**src/rtl/tagged_req_pkg.sv**
```systemverilog
// Shared request types for the tagged request arbiter: beat kind, beat payload
// and the arbiter FSM state.
package tagged_req_pkg;

  localparam int PKT_ADDR_W = 16;
  localparam int PKT_DATA_W = 32;
  localparam int PKT_LEN_W  = 4;

  typedef enum logic [1:0] {
    REQ_NOP   = 2'd0,
    REQ_READ  = 2'd1,
    REQ_WRITE = 2'd2
  } req_kind_e;

  typedef struct packed {
    req_kind_e               kind;
    logic [PKT_LEN_W-1:0]    len;
    logic [PKT_ADDR_W-1:0]   addr;
    logic [PKT_DATA_W-1:0]   data;
  } req_t;

  typedef enum logic {
    ST_IDLE  = 1'b0,
    ST_BURST = 1'b1
  } arb_state_e;

endpackage

```
**src/rtl/tagged_req_arbiter_rr_pick.sv**
```systemverilog
// Combinational round-robin picker: first asserted request at or above ptr,
// wrapping past NUM_REQ-1 back to 0.
module tagged_req_arbiter_rr_pick #(
  parameter  int NUM_REQ = 4,
  localparam int IDX_W   = $clog2(NUM_REQ)
) (
  input  logic [NUM_REQ-1:0] req,
  input  logic [IDX_W-1:0]   ptr,
  output logic [NUM_REQ-1:0] gnt,
  output logic [IDX_W-1:0]   idx,
  output logic               any
);

  logic [IDX_W-1:0] cand;

  // Walk from the farthest offset down so the closest hit to ptr wins last.
  always_comb begin
    gnt  = '0;
    idx  = '0;
    any  = 1'b0;
    cand = '0;
    for (int k = NUM_REQ - 1; k >= 0; k--) begin
      cand = IDX_W'((int'(ptr) + k) % NUM_REQ);
      if (req[cand]) begin
        gnt       = '0;
        gnt[cand] = 1'b1;
        idx       = cand;
        any       = 1'b1;
      end
    end
  end

endmodule

```
**src/rtl/tagged_req_arbiter.sv**
```systemverilog
// Round-robin arbiter sharing one registered downstream slot between NUM_REQ
// requesters; multi-beat WRITE bursts hold the grant until their last beat.
module tagged_req_arbiter
  import tagged_req_pkg::*;
#(
  parameter  int NUM_REQ = 4,
  parameter  int ADDR_W  = PKT_ADDR_W,
  parameter  int DATA_W  = PKT_DATA_W,
  parameter  int LEN_W   = PKT_LEN_W,
  localparam int IDX_W   = $clog2(NUM_REQ)
) (
  input  logic                 clk,
  input  logic                 rst,
  input  logic [NUM_REQ-1:0]   req_valid,
  output logic [NUM_REQ-1:0]   req_ready,
  input  req_t [NUM_REQ-1:0]   req_pkt,
  output logic                 out_valid,
  input  logic                 out_ready,
  output req_t                 out_pkt,
  output logic [IDX_W-1:0]     out_src,
  output logic                 busy
);

  localparam int SLOT_W = $bits(req_kind_e) + LEN_W + ADDR_W + DATA_W;

  arb_state_e         state_q, state_d;
  logic [IDX_W-1:0]   rr_ptr_q, rr_ptr_d;
  logic [IDX_W-1:0]   owner_q, owner_d;
  logic [LEN_W-1:0]   beat_cnt_q, beat_cnt_d;
  logic               slot_vld_q, slot_vld_d;
  logic [SLOT_W-1:0]  slot_pkt_q, slot_pkt_d;
  logic [IDX_W-1:0]   slot_src_q, slot_src_d;

  logic [NUM_REQ-1:0] pick_gnt;
  logic [IDX_W-1:0]   pick_idx;
  logic               pick_any;
  logic               slot_free;
  logic               accept;
  logic [IDX_W-1:0]   win_idx;
  req_t               win_pkt;
  req_t               fwd_pkt;

  function automatic logic [IDX_W-1:0] wrap_inc(input logic [IDX_W-1:0] i);
    return (int'(i) == NUM_REQ - 1) ? '0 : i + 1'b1;
  endfunction

  tagged_req_arbiter_rr_pick #(.NUM_REQ(NUM_REQ)) u_rr_pick (
    .req (req_valid),
    .ptr (rr_ptr_q),
    .gnt (pick_gnt),
    .idx (pick_idx),
    .any (pick_any)
  );

  // Grant: burst owner is pinned; otherwise the picker decides. Nothing is
  // offered while the slot is full and stalled.
  always_comb begin
    slot_free = !slot_vld_q || out_ready;
    win_idx   = (state_q == ST_BURST) ? owner_q : pick_idx;
    win_pkt   = req_pkt[win_idx];
    req_ready = '0;
    accept    = 1'b0;
    if (!rst && slot_free) begin
      if (state_q == ST_BURST) begin
        req_ready[owner_q] = 1'b1;
        accept             = req_valid[owner_q];
      end else begin
        req_ready = pick_gnt;
        accept    = pick_any;
      end
    end
  end

  always_comb begin
    state_d    = state_q;
    rr_ptr_d   = rr_ptr_q;
    owner_d    = owner_q;
    beat_cnt_d = beat_cnt_q;
    slot_vld_d = slot_free ? 1'b0 : slot_vld_q;
    slot_pkt_d = slot_pkt_q;
    slot_src_d = slot_src_q;
    fwd_pkt    = win_pkt;
    if (accept) begin
      if (state_q == ST_BURST) begin
        fwd_pkt.kind = REQ_WRITE;
        slot_vld_d   = 1'b1;
        slot_pkt_d   = fwd_pkt;
        slot_src_d   = win_idx;
        beat_cnt_d   = beat_cnt_q - 1'b1;
        if (beat_cnt_q == LEN_W'(1)) begin
          state_d  = ST_IDLE;
          rr_ptr_d = wrap_inc(owner_q);
        end
      end else if (win_pkt.kind == REQ_NOP) begin
        rr_ptr_d = wrap_inc(win_idx);
      end else begin
        slot_vld_d = 1'b1;
        slot_pkt_d = fwd_pkt;
        slot_src_d = win_idx;
        if (win_pkt.kind == REQ_WRITE && win_pkt.len != '0) begin
          state_d    = ST_BURST;
          owner_d    = win_idx;
          beat_cnt_d = win_pkt.len;
        end else begin
          rr_ptr_d = wrap_inc(win_idx);
        end
      end
    end
  end

  // Output slot / FSM register stage
  always_ff @(posedge clk) begin
    if (rst) begin
      state_q    <= ST_IDLE;
      rr_ptr_q   <= '0;
      owner_q    <= '0;
      beat_cnt_q <= '0;
      slot_vld_q <= 1'b0;
      slot_pkt_q <= '0;
      slot_src_q <= '0;
    end else begin
      state_q    <= state_d;
      rr_ptr_q   <= rr_ptr_d;
      owner_q    <= owner_d;
      beat_cnt_q <= beat_cnt_d;
      slot_vld_q <= slot_vld_d;
      slot_pkt_q <= slot_pkt_d;
      slot_src_q <= slot_src_d;
    end
  end

  assign out_valid = slot_vld_q;
  assign out_pkt   = req_t'(slot_pkt_q);
  assign out_src   = slot_src_q;
  assign busy      = (state_q == ST_BURST);

endmodule

```
**config.mk**
```make
export PLATFORM = sky130hd
export DESIGN_NAME = tagged_req_arbiter
export DESIGN_NICKNAME = d
export VERILOG_FILES = /design/src/rtl/tagged_req_pkg.sv /design/src/rtl/tagged_req_arbiter_rr_pick.sv /design/src/rtl/tagged_req_arbiter.sv
export SDC_FILE = /design/constraint.sdc
export NUM_CORES = 1
export LEC_CHECK = 0
export CORE_ASPECT_RATIO = 0.6
export CORE_MARGIN = 2
export CORE_UTILIZATION = 25
export CTS_CLUSTER_SIZE = 8
export DETAILED_ROUTE_END_ITERATION = 8
export PLACE_DENSITY = 0.59
export SLEW_MARGIN = 15
export SYNTH_ARGS = -nofsm -noshare
export SYNTH_HDL_FRONTEND = slang
export SYNTH_SLANG_ARGS = --single-unit
```
**constraint.sdc**
```tcl
create_clock -name clk -period 7.95 [get_ports clk]
set_clock_uncertainty 0.2 [all_clocks]
set_input_delay 1.59 -clock clk [delete_from_list [all_inputs] [get_ports clk]]
set_output_delay 1.59 -clock clk [all_outputs]
set_load 0.02 [all_outputs]
```
# Word-level counts from Yosys, hierarchy flattened
# Cells that the tools add are included.
# word_totals
register_bits	66
latch_bits	0
mem_bits_rw	0
rom_bits	0
memories	0
# op_classes
add_sub_neg	6
multipliers	0
div_mod_pow	0
order_cmp	11
eq_ne	7
n_shift	0
mux	60
bitwise_logic	2
reduce_logical	17
# op_table
operator	n
two-way mux 54 bit	3
binary-select mux 54 bit (select 2 bit)	1
two-way mux 4 bit	9
two-way mux 2 bit	13
two-way mux 1 bit	24
less-than comparator 2 x 3 -> 1 bit (second input constant)	6
binary-select mux 1 bit (select 2 bit)	5
demux 1 bit (select 2 bit)	5
>= comparator 2 x 1 -> 1 bit (second input constant)	5
logical AND 1 bit	7
adder 2 x 1 -> 2 bit (second input constant)	3
AND reduction 3 bit	2
adder 2 bit (second input constant)	2
equality test 2 x 1 -> 1 bit (second input constant)	2
equality test 4 x 1 -> 1 bit (second input constant)	1
AND reduction 4 bit	1
nonzero test 4 bit	1
subtractor 4 x 1 -> 4 bit (second input constant)	1
inequality test 3 bit (second input constant)	1
equality test 2 bit (second input constant)	1
zero test 1 bit	2
zero test 2 bit	1
inequality test 2 x 1 -> 1 bit (second input constant)	1
inequality test 2 bit (second input constant)	1
4 further kinds	5

# Logic depth before layout (Yosys ltp)
# Gate-level depths: netlist of the first run.
# logic_depth
depth_word	15
depth_mapped	16
depth_no_buf	11

# Modules after synthesis
# From an unflattened synthesis of the first run, not the netlist that was laid out.
# hier_totals
hier_cells	487
area_unflattened_um2	4644.5
# by_module_without_submodules
module	instances	cells_per_inst	area_per_inst_um2	seq_area_each_um2
tagged_req_arbiter	1	426	4135.2	1321.3
tagged_req_arbiter_rr_pick	1	61	509.2	0.0

# Worst setup path before layout of the first run
# Ideal clock, no wire load.
# synth_path
path_kind	input port to output port
from	input req_valid[1]
to	output req_ready[3]
arrival_time_ns	3.200
t_required_ns	6.160
slack_ns	2.960
cell_stages	8
path_buffers	0
path_cell_list	mux4_2 -> nor2b_2 -> a22oi_1 -> nor2_1 -> a21oi_1 -> nor2_1 -> a211oi_1 -> a211oi_1
# synth_via
elab_chain_cells	8
word_cells_on_any_way	14
# synth_lines
element	line_no	rtl
start: declaration	tagged_req_arbiter.sv:14	input logic [NUM_REQ-1:0] req_valid,
binary-select mux 1 bit (select 2 bit)	tagged_req_arbiter_rr_pick.sv:24	if (req[cand]) begin
two-way mux 1 bit (not written as such)	tagged_req_arbiter_rr_pick.sv:24	
two-way mux 4 bit (3 in a row)	tagged_req_arbiter_rr_pick.sv:24	
two-way mux 4 bit (*)	tagged_req_arbiter_rr_pick.sv:24	
two-way mux 4 bit (*)	tagged_req_arbiter.sv:64	if (state_q == ST_BURST) begin
two-way mux 4 bit (*)	tagged_req_arbiter.sv:63	if (!rst && slot_free) begin
end: declaration	tagged_req_arbiter.sv:15	output logic [NUM_REQ-1:0] req_ready,
# Every way passes the cells marked *; elsewhere a longest branch is shown, timed or not. The select of a mux whose other input is x is not followed.

# Worst setup path after layout of the first run
# layout_path
from	input req_valid[0]
to	output req_ready[3]
# The elaborated chain is that of the path after synthesis.

==> impl_results.md, run 1 <==
* Pwr/cell area at 325 nW/µm²
* Largest delay share family, worst path: buffers and inverters
* Final setup fails at 0
* Die Span Y at 115 µm
* Final Hold Viols at 0
* 1st-pass router iterations at 5
* Multi-input gate area at 3450 µm²
* Worst setup EP type: primary output
* Final ANT Viol Nets at 0
* Reg clk slew, reported paths at 0.06 ns
* Layout area overhead at 63.1%
* Tmin final at 6.14 ns
* Max-slew violations at 0
* Worst vdd ir at 119 µV
* Initial Utilization at 25.6%
* Vias at 6254
* Hold Path Class: flip-flop to flip-flop
* Critical-path cell list: clkdlybuf4s50_1 > mux4_2 > nor2b_2 > a22oi_1 > nor2_1 > a21oi_1 > nor2_1 > a211oi_1 > a211oi_1 > clkdlybuf4s50_1
* Most common flop cell mapped by yosys: dfxtp_1
* Asr flop ratio synth at 0%
* Netlist Area Pre-Place at 5130 µm²
* Initial DRC Count at 333
* H-tree levels at 3
* Setup TNS at 0 ns
* I/O Buffers at 284
* N_diodes at 0
* CORE AREA at 20100 µm²
* Post-synth top area cell: dfxtp_1
* Final worst-path cycle share at 77.2%
* # clock sinks at 66
* Postcts setup bufs at 0
* Clock power frac at 14.8%
* Per-cell routed wire length at 16.5 µm
* Critical Path RT at 6.16 ns
* First-pass GRT wire length at 32.2 mm
* Vias per cell at 4.85
* Synth Instances at 773
* Root Buffer: clkbuf_16
* CP peak stage delay at 0.64 ns
* Post-DP HPWL at 15.4 mm
* Vias in the first global route at 5781
* Seq. cell area at 1320 µm²
* Synth warn at 0
* Cts bufs inserted at 9
* Worst-Skew Late Latency at 0.33 ns
* Sequential-to-total area share from yosys stat at 25.7%
* CP Buf/Inv Count at 2
* Net Sw Power at 1.32 mW
* Final nets at 1248
* Final Power at 2.72 mW
* Die W at 189 µm
* Layout Utilization at 41.7%
* Fill count at 2100
* Max Freq at 0.163 GHz
* TritonCTS clock tree: built
* Crit Path Max Fanout at 9
* Arrival time at the worst endpoint at 4.35 ns
* Top cell type's share of synthesized area at 25.7%
* Slowest cell on crit path: clkdlybuf4s50_1
* RSZ-0062 raised after global routing: no
* Hold-fix buffers, CTS at 0
* CTS resizes at 0
* Pin count of the biggest net entering global routing at 69
* Global placement routability congestion at 0.890
* Commonest cells in the netlist: nand2_1, nand3_1, dfxtp_1, a21oi_1, o211ai_1
* Sw Share at 48.5%
* Flops & latches, synth at 66
* Count leader, synth: nand2_1
* Static leakage at 3.20 nW
* Pre-CTS setup slack at 1.88 ns
* Library cells used by synthesis at 50
* Worst Tran Pin Value at 1.16 ns
* Largest cells by area after synthesis: dfxtp_1, nand2_1, nand3_1
* Internal power at 1.40 mW
* Top Ports at 285
* Gr usage total at 18.8%
* Post-synth EDFFs at 0
* Full die area at 21700 µm²
* Worst setup margin at 1.81 ns
* Rows at 40
* Syn Area/Cell at 6.64 µm²
* Residual DRC at 0
* Outcome: finished clean
* Synth Net Count at 1010
* Startpoint types: input pin
* GR Overflow Total at 0
* Fraction of layout instances using a drive strength above 1 at 4.82%
* Seq pwr share at 20.0%
* Max-cap violations at 0
* Initial antenna violation count at 0
* Deepest clock path buffer count at 2
* DRT Wirelength at 21.2 mm
* Logic pwr share at 65.2%
* Rel. slew slack at 22.5%
* Worst setup path class: input pin to primary output
==> power groups by stage <==
stage          clock [mW]  combinational [mW]  sequential (mW)
6_report            0.402                1.78            0.545
5_1_grt             0.433                1.96            0.565
4_1_cts             0.421                1.79            0.546
3_5_place_dp            0                1.78            0.552
3_3_place_gp            0                1.79            0.547
2_1_floorplan           0               0.996            0.696
==> logic make-up (layout without fill, tap and decap cells) <==
family                     Yosys count  in the layout  synth area share [%]
and+or+nand+nor                    421            421                  35.2
muxes                               26             26                  6.41
adders and majority gates           14             14                  3.41
AOI/OAI and AO/OA                  167            167                  21.8
buffers and inverters               79            322                  7.51
DFF                                 66             66                  25.7
==> final cells by class <==
cell class,instances,share of cell area [%]
clock inverters,7,0.912
clock buffers,9,2.69
repair buffers,293,34.7
multi-input cells,628,41.2
well taps,273,4.08
flip-flops and latches,66,15.8
inverters,13,0.613
==> placed cells by master (no fill, tap or decap), types with 2 or more instances in the layout <==
| cell | synthesis | routed |
|---|---|---|
| ha_1 | 14 | 14 |
| nand2b_1 | 7 | 7 |
| o21ai_0 | 10 | 10 |
| clkinvlp_4 | 0 | 2 |
| a31oi_1 | 4 | 4 |
| nand3_1 | 110 | 110 |
| a22o_1 | 2 | 2 |
| buf_4 | 8 | 9 |
| nor2_1 | 15 | 15 |
| inv_1 | 12 | 12 |
| clkbuf_16 | 0 | 9 |
| a311oi_1 | 2 | 2 |
| a21oi_2 | 2 | 2 |
| a22oi_1 | 6 | 6 |
| o211ai_1 | 53 | 53 |
| and3_1 | 4 | 4 |
| a21o_1 | 2 | 2 |
| nor4_1 | 3 | 3 |
| nand2_1 | 263 | 262 |
| o41ai_1 | 2 | 2 |
| o311a_1 | 2 | 2 |
| mux2_2 | 4 | 4 |
| or4_1 | 2 | 2 |
| inv_6 | 0 | 2 |
| mux4_2 | 5 | 5 |
| a2111oi_2 | 2 | 2 |
| clkdlybuf4s50_1 | 0 | 283 |
| nor2b_1 | 7 | 7 |
| a21oi_1 | 61 | 61 |
| o21ai_1 | 4 | 4 |
| nor3_1 | 5 | 5 |
| a211oi_1 | 5 | 5 |
| mux2i_1 | 16 | 16 |
| dfxtp_1 | 66 | 66 |
==> sequential cells by signal, summed over array words and instances (netlist names) <==
signal,cells
beat_cnt_q,4
busy,1
rr_ptr_q,2
out_valid,1
out_src,2
owner_q,2
out_pkt,54
==> metal layers <==
metal | global-route usage [%] | part of all wire (%) | up-vias
met5 | 0 | 0 | -
met3 | 6.81 | 10 | 6
met2 | 27.7 | 41 | 252
met4 | 2.71 | 0.31 | 0
met1 | 26.6 | 48 | 2829
li1 | - | - | 3167
==> path summary, 6_finish.rpt <==
check	start	to	slack, ns	cells after the start
max reg2reg	rr_ptr_q[1]	rr_ptr_q[0]	2.71	11
min	out_pkt[53]	out_pkt[53]	0.25	2
min reg2reg	out_pkt[53]	out_pkt[53]	0.25	2
max	req_valid[0]	req_ready[3]	1.81	10
==> tightest hold or removal path, delay by kind of cell, from the launching register on <==
kind,cells,cell delay [ns]
AO/OA/AOI/OAI,1,0.05
flip-flops,1,0.31
AND/OR/NAND/NOR,1,0.05
==> per-stage QoR <==
step,instance area (µm²),hold slack (ns),std cells
after global routing,8370,0.280,1289
after CTS,8370,0.257,1289
after detailed placement,8070,0.248,1273
after global placement,8070,0.244,1273
after floorplan,5130,0.265,773
final,8370,0.255,1289
No activity file was read; power rests on OpenSTA's default activity.
==> run 2, diff against run 1 <==
==> constraint.sdc (replaced) <==
create_clock -name clk -period 6.4 [get_ports clk]
set_clock_uncertainty 0.2 [all_clocks]
set_input_delay 1.28 -clock clk [delete_from_list [all_inputs] [get_ports clk]]
set_output_delay 1.28 -clock clk [all_outputs]
set_load 0.02 [all_outputs]
==> run 2 against run 1 <==
Compared with the run above:
- clock power rose by 40%
- sequential power increased by 26%
- largest power group unchanged
- power is 26% higher
- first-iteration DRC count is 0.60% higher
- critical endpoint unchanged
- register-to-register slack got worse by 1.1 ns
- combinational power grew 22%
==> impl_results.md, run 2 (synthesis results as in run 1) <==
* Worst vdd ir at 183 µV
* Postcts setup bufs at 0
* Worst setup margin at 0.984 ns
* Initial antenna violation count at 0
* Per-cell routed wire length at 16.3 µm
* Arrival time at the worst endpoint at 3.94 ns
* Critical Path RT at 4.92 ns
* CTS resizes at 0
* I/O Buffers at 284
* Die Span Y at 115 µm
* Seq pwr share at 20.0%
* H-tree levels at 3
* R2R Path Start: rr_ptr_q[0]
* Hold Path Class: flip-flop to flip-flop
* Root Buffer: clkbuf_16
* Top Ports at 285
* Most frequent cells in the layout: clkdlybuf4s50_1, nand2_1, nand3_1
* Startpoint types: input pin
* Placed insts at 1273
* Hold-fix buffers, CTS at 0
* GR Overflow Total at 0
* Tmin final at 5.42 ns
* Initial DRC Count at 335
* Reg clk slew, reported paths at 0.06 ns
* Final worst-path cycle share at 84.6%
* TritonCTS clock tree: built
* Outcome: finished clean
* Max-cap violations at 0
* Max Freq at 0.185 GHz
* Vias per cell at 4.87
* Final ANT Viol Nets at 0
* Worst setup path class: input pin to primary output
* Final Power at 3.44 mW
* Final nets at 1248
* Max-slew violations at 0
* Rows at 40
* Final non-filler cell total at 1289
* Critical-path cell list: clkdlybuf4s50_1 > mux4_2 > nor2b_2 > a22oi_1 > nor2_1 > a21oi_1 > nor2_1 > a211oi_1 > a211oi_1 > clkdlybuf4s50_1
* Pin count of the biggest net entering global routing at 79
* DRT Wirelength at 21.0 mm
* RSZ-0062 raised after global routing: no
* CORE AREA at 20100 µm²
* Pwr/cell area at 409 nW/µm²
* Die W at 189 µm
* Final Hold Viols at 0
* Worst-Skew Late Latency at 0.33 ns
* Final setup fails at 0
* Worst Tran Pin Value at 0.863 ns
* Post-DP HPWL at 15.4 mm
* Cts bufs inserted at 9
* Vias at 6273
* Rel. slew slack at 42.5%
* Fraction of layout instances using a drive strength above 1 at 4.82%
* Gr usage total at 18.6%
* Global placement routability congestion at 0.922
* 1st-pass router iterations at 4
* # clock sinks at 66
* Static leakage at 3.23 nW
* Setup TNS at 0 ns
* Commonest non-fill, non-tap cell in the layout: clkdlybuf4s50_1
* First-pass GRT wire length at 32.3 mm
* Vias in the first global route at 5778
* Hold Slack at 0.256 ns
* CP startpoint: req_valid[0]
* Residual DRC at 0
* Max reg flops at 54
* Sw Share at 47.5%
* Crit Path Max Fanout at 9
* Internal power at 1.80 mW
* Worst setup EP type: primary output
* Slowest cell on crit path: clkdlybuf4s50_1
* Pre-CTS setup slack at 1.02 ns
* Net Sw Power at 1.63 mW
* Hold Path Origin: out_pkt[53]
* Layout area overhead at 63.9%
* Clock power frac at 16.4%
* Logic pwr share at 63.6%
* CP peak stage delay at 0.64 ns
* N_diodes at 0
* Deepest clock path buffer count at 2
* Full die area at 21700 µm²
* Initial Utilization at 25.6%
[run 2: cell types whose count changed in the layout (fill, tap and decap cells not counted), sizes merged]
cell      delta
clkbuf       +2
clkinv       -1
inv          -1
clkinvlp     -1
bufinv       +1
[run 2: path summary, 6_finish.rpt]
kind,to,cells after the start,slack (ns)
max,req_ready[3],10,0.98
min reg2reg,out_pkt[53],2,0.26
min,out_pkt[53],2,0.26
max reg2reg,beat_cnt_q[0],11,1.58
[run 2: critical path: cells and delay by family]
kind	cells	cell delay [ns]
buf+inv	2	1.20
mux	1	0.61
simple gates	3	0.46
compound gates	4	0.39
[run 2: stage by stage]
stage / instance area (µm²) / util, %
floorplan: 5130 / -
global placement: 8070 / 40.2
detailed placement: 8070 / 40.2
CTS: 8400 / 41.9
global route: 8410 / 41.9
finish: 8410 / 41.9
[run 2: power groups by stage]
stage               Clock, mW  Combinational (mW)  Sequential [mW]
detailed placement          0                2.20            0.696
global route            0.599                2.41            0.712
global placement            0                2.21            0.688
finish                  0.564                2.18            0.688
floorplan                   0                1.24            0.864
CTS                     0.583                2.20            0.690
[run 2: final cells by class]
| class | instances | area (µm²) |
|---|---|---|
| inverters | 13 | 51.3 |
| clock buffers | 11 | 253 |
| flip-flops and latches | 66 | 1320 |
| repair buffers | 293 | 2910 |
| multi-input cells | 628 | 3450 |
| fillers | 2066 | 11700 |
| clock inverters | 5 | 85.1 |
| well taps | 273 | 342 |
[run 2: metal layers]
| metal | wire, µm | GRT usage [%] | up-vias | part of all wire (%) |
|---|---|---|---|---|
| met3 | 2080 | 6.56 | 6 | 9.9 |
| met4 | 81 | 2.81 | 0 | 0.39 |
| met2 | 8610 | 26.8 | 256 | 41 |
| met5 | 0 | 0 | - | 0 |
| met1 | 10200 | 26.9 | 2844 | 49 |
| li1 | - | - | 3167 | - |
==> run 3, diff against run 2 <==
--- a/config.mk
+++ b/config.mk
@@ -10,7 +10,7 @@
 export CORE_UTILIZATION = 25
 export CTS_CLUSTER_SIZE = 8
 export DETAILED_ROUTE_END_ITERATION = 8
-export PLACE_DENSITY = 0.59
+export PLACE_DENSITY = 0.61
 export SLEW_MARGIN = 15
 export SYNTH_ARGS = -nofsm -noshare
 export SYNTH_HDL_FRONTEND = slang
==> constraint.sdc (replaced) <==
create_clock -name clk -period 4.55 [get_ports clk]
set_clock_uncertainty 0.2 [all_clocks]
set_input_delay 0.91 -clock clk [delete_from_list [all_inputs] [get_ports clk]]
set_output_delay 0.91 -clock clk [all_outputs]
set_load 0.02 [all_outputs]
==> run 3 against run 2 <==
Compared with the run above:
- clock-buffer cell count down 2
- final cell count up 1.5%
- critical path depth unchanged
- power up 42%
- die area unchanged
- final area up 1.6%
- core utilization up 0.66 points
- critical path type unchanged
- clock power up 26%
- routed wire length up 1.7%
- sequential cell count unchanged
==> impl_results.md, run 3 (synthesis results as in run 1) <==
* Outcome: finished clean
* N_diodes at 0
* Critical Path RT at 3.44 ns
* Worst setup path class: input pin to primary output
* Initial DRC Count at 349
* CORE AREA at 20100 µm²
* Pin count of the biggest net entering global routing at 83
* DRT Wirelength at 21.4 mm
* Vias at 6384
* Layout Utilization at 42.6%
* GR Overflow Total at 0
* Hold Slack at 0.265 ns
* Max-cap violations at 0
* Worst setup EP type: primary output
* Per-cell routed wire length at 16.3 µm
* TritonCTS clock tree: built
* Commonest non-fill, non-tap cell in the layout: clkdlybuf4s50_1
* Crit Path Max Fanout at 5
* Vias in the first global route at 5959
* Deepest clock path buffer count at 2
* Residual DRC at 0
* Initial antenna violation count at 0
* Global placement routability congestion at 0.931
* Final non-filler cell total at 1308
* Tmin final at 4.42 ns
* Root Buffer: clkbuf_16
* Post-placement cell area at 8230 µm²
* Fraction of layout instances using a drive strength above 1 at 6.57%
* Final worst-path cycle share at 97.2%
* Max reg flops at 54
* Gr usage total at 18.9%
* Die Span Y at 115 µm
* Setup TNS at 0 ns
* Worst vdd ir at 278 µV
* Layout area overhead at 66.5%
* Arrival time at the worst endpoint at 3.31 ns
* Final setup fails at 0
* H-tree levels at 3
* Most frequent cells in the layout: clkdlybuf4s50_1, nand2_1, nand3_1
* Hold-fix buffers, CTS at 0
* Die W at 189 µm
* 1st-pass router iterations at 5
* First-pass GRT wire length at 32.7 mm
* I/O Buffers at 284
* Rows at 40
* Reg clk slew, reported paths at 0.06 ns
* Worst-Skew Late Latency at 0.33 ns
* Full die area at 21700 µm²
* Rel. slew slack at 49.5%
* Post-DP HPWL at 16.0 mm
* Pwr/cell area at 570 nW/µm²
* Final nets at 1267
* Cts bufs inserted at 9
* Worst Tran Pin Value at 0.757 ns
* Post-route cell area at 8540 µm²
* Placed insts at 1292
* Final Hold Viols at 0
* Max Freq at 0.226 GHz
* Final ANT Viol Nets at 0
* Startpoint types: input pin
* Max-slew violations at 0
* Static leakage at 3.33 nW
* Hold Path Class: flip-flop to flip-flop
* Vias per cell at 4.88
* # clock sinks at 66
* Top Ports at 285
* Initial Utilization at 25.6%
run 3: changes by cell type in the layout (fill, tap and decap cells not counted), moves of 2 or more:
cell and delta:
buf_4 +17, buf_12 +2, clkbuf_8 -2, clkinv_2 +2
run 3: layer usage:
layer  up-vias  wire length [µm]  part of all wire, %  GRT usage (%)
met2       282              8830                   41           28.5
met3        16              2300                   11           6.56
li1       3211                 -                    -              -
met5         -                 0                    0              0
met4         0               152                 0.71           3.28
met1      2875             10100                   47           26.4
run 3: worst paths after layout:
| kind | start | to | slack (ns) | depth (start not counted) |
|---|---|---|---|---|
| max | req_valid[0] | req_ready[2] | 0.13 | 10 |
| min | out_pkt[53] | out_pkt[53] | 0.26 | 2 |
| max reg2reg | rr_ptr_q[0] | beat_cnt_q[1] | 0.73 | 11 |
| min reg2reg | out_pkt[53] | out_pkt[53] | 0.26 | 2 |
run 3: worst max-delay path: stages:
cell and delay, ns:
clkdlybuf4s50_1 0.46, mux4_2 0.55, nor2b_4 0.19, a22oi_1 0.10
nor2_1 0.10, a21oi_1 0.05, o211ai_1 0.15, o21ai_0 0.10
nor2_1 0.10, clkdlybuf4s50_1 0.60
run 3: cell type report:
type	instances	area [µm²]
Fill cell	2071	11500
Multi-Input combinational cell	628	3450
Timing Repair Buffer	312	3080
Sequential cell	66	1320
Tap cell	273	342
Clock buffer	9	225
Clock inverter	7	75.1
Inverter	13	51.3
run 3: through the flow:
| step | power (mW) | setup WS, ns |
|---|---|---|
| after global placement | 4.17 | 0.139 |
| final | 4.87 | 0.126 |
| after detailed placement | 4.17 | 0.128 |
| after floorplan | 2.96 | 0.920 |
| after CTS | 4.92 | 0.107 |
| after global routing | 5.27 | -0.00252 |
run 3: power breakdown:
part / leakage, nW / internal (mW) / switching, mW / total, mW
Sequential: 0.541 / 0.817 / 0.136 / 0.953
Combinational: 2.64 / 1.30 / 1.91 / 3.20
Clock: 0.150 / 0.428 / 0.284 / 0.712
Total: 3.33 / 2.54 / 2.33 / 4.87
run 3: timing repair:
item,4_1_cts,5_1_grt
buffers inserted,0,0
gates resized for setup,0,2
setup endpoints to repair,0,4
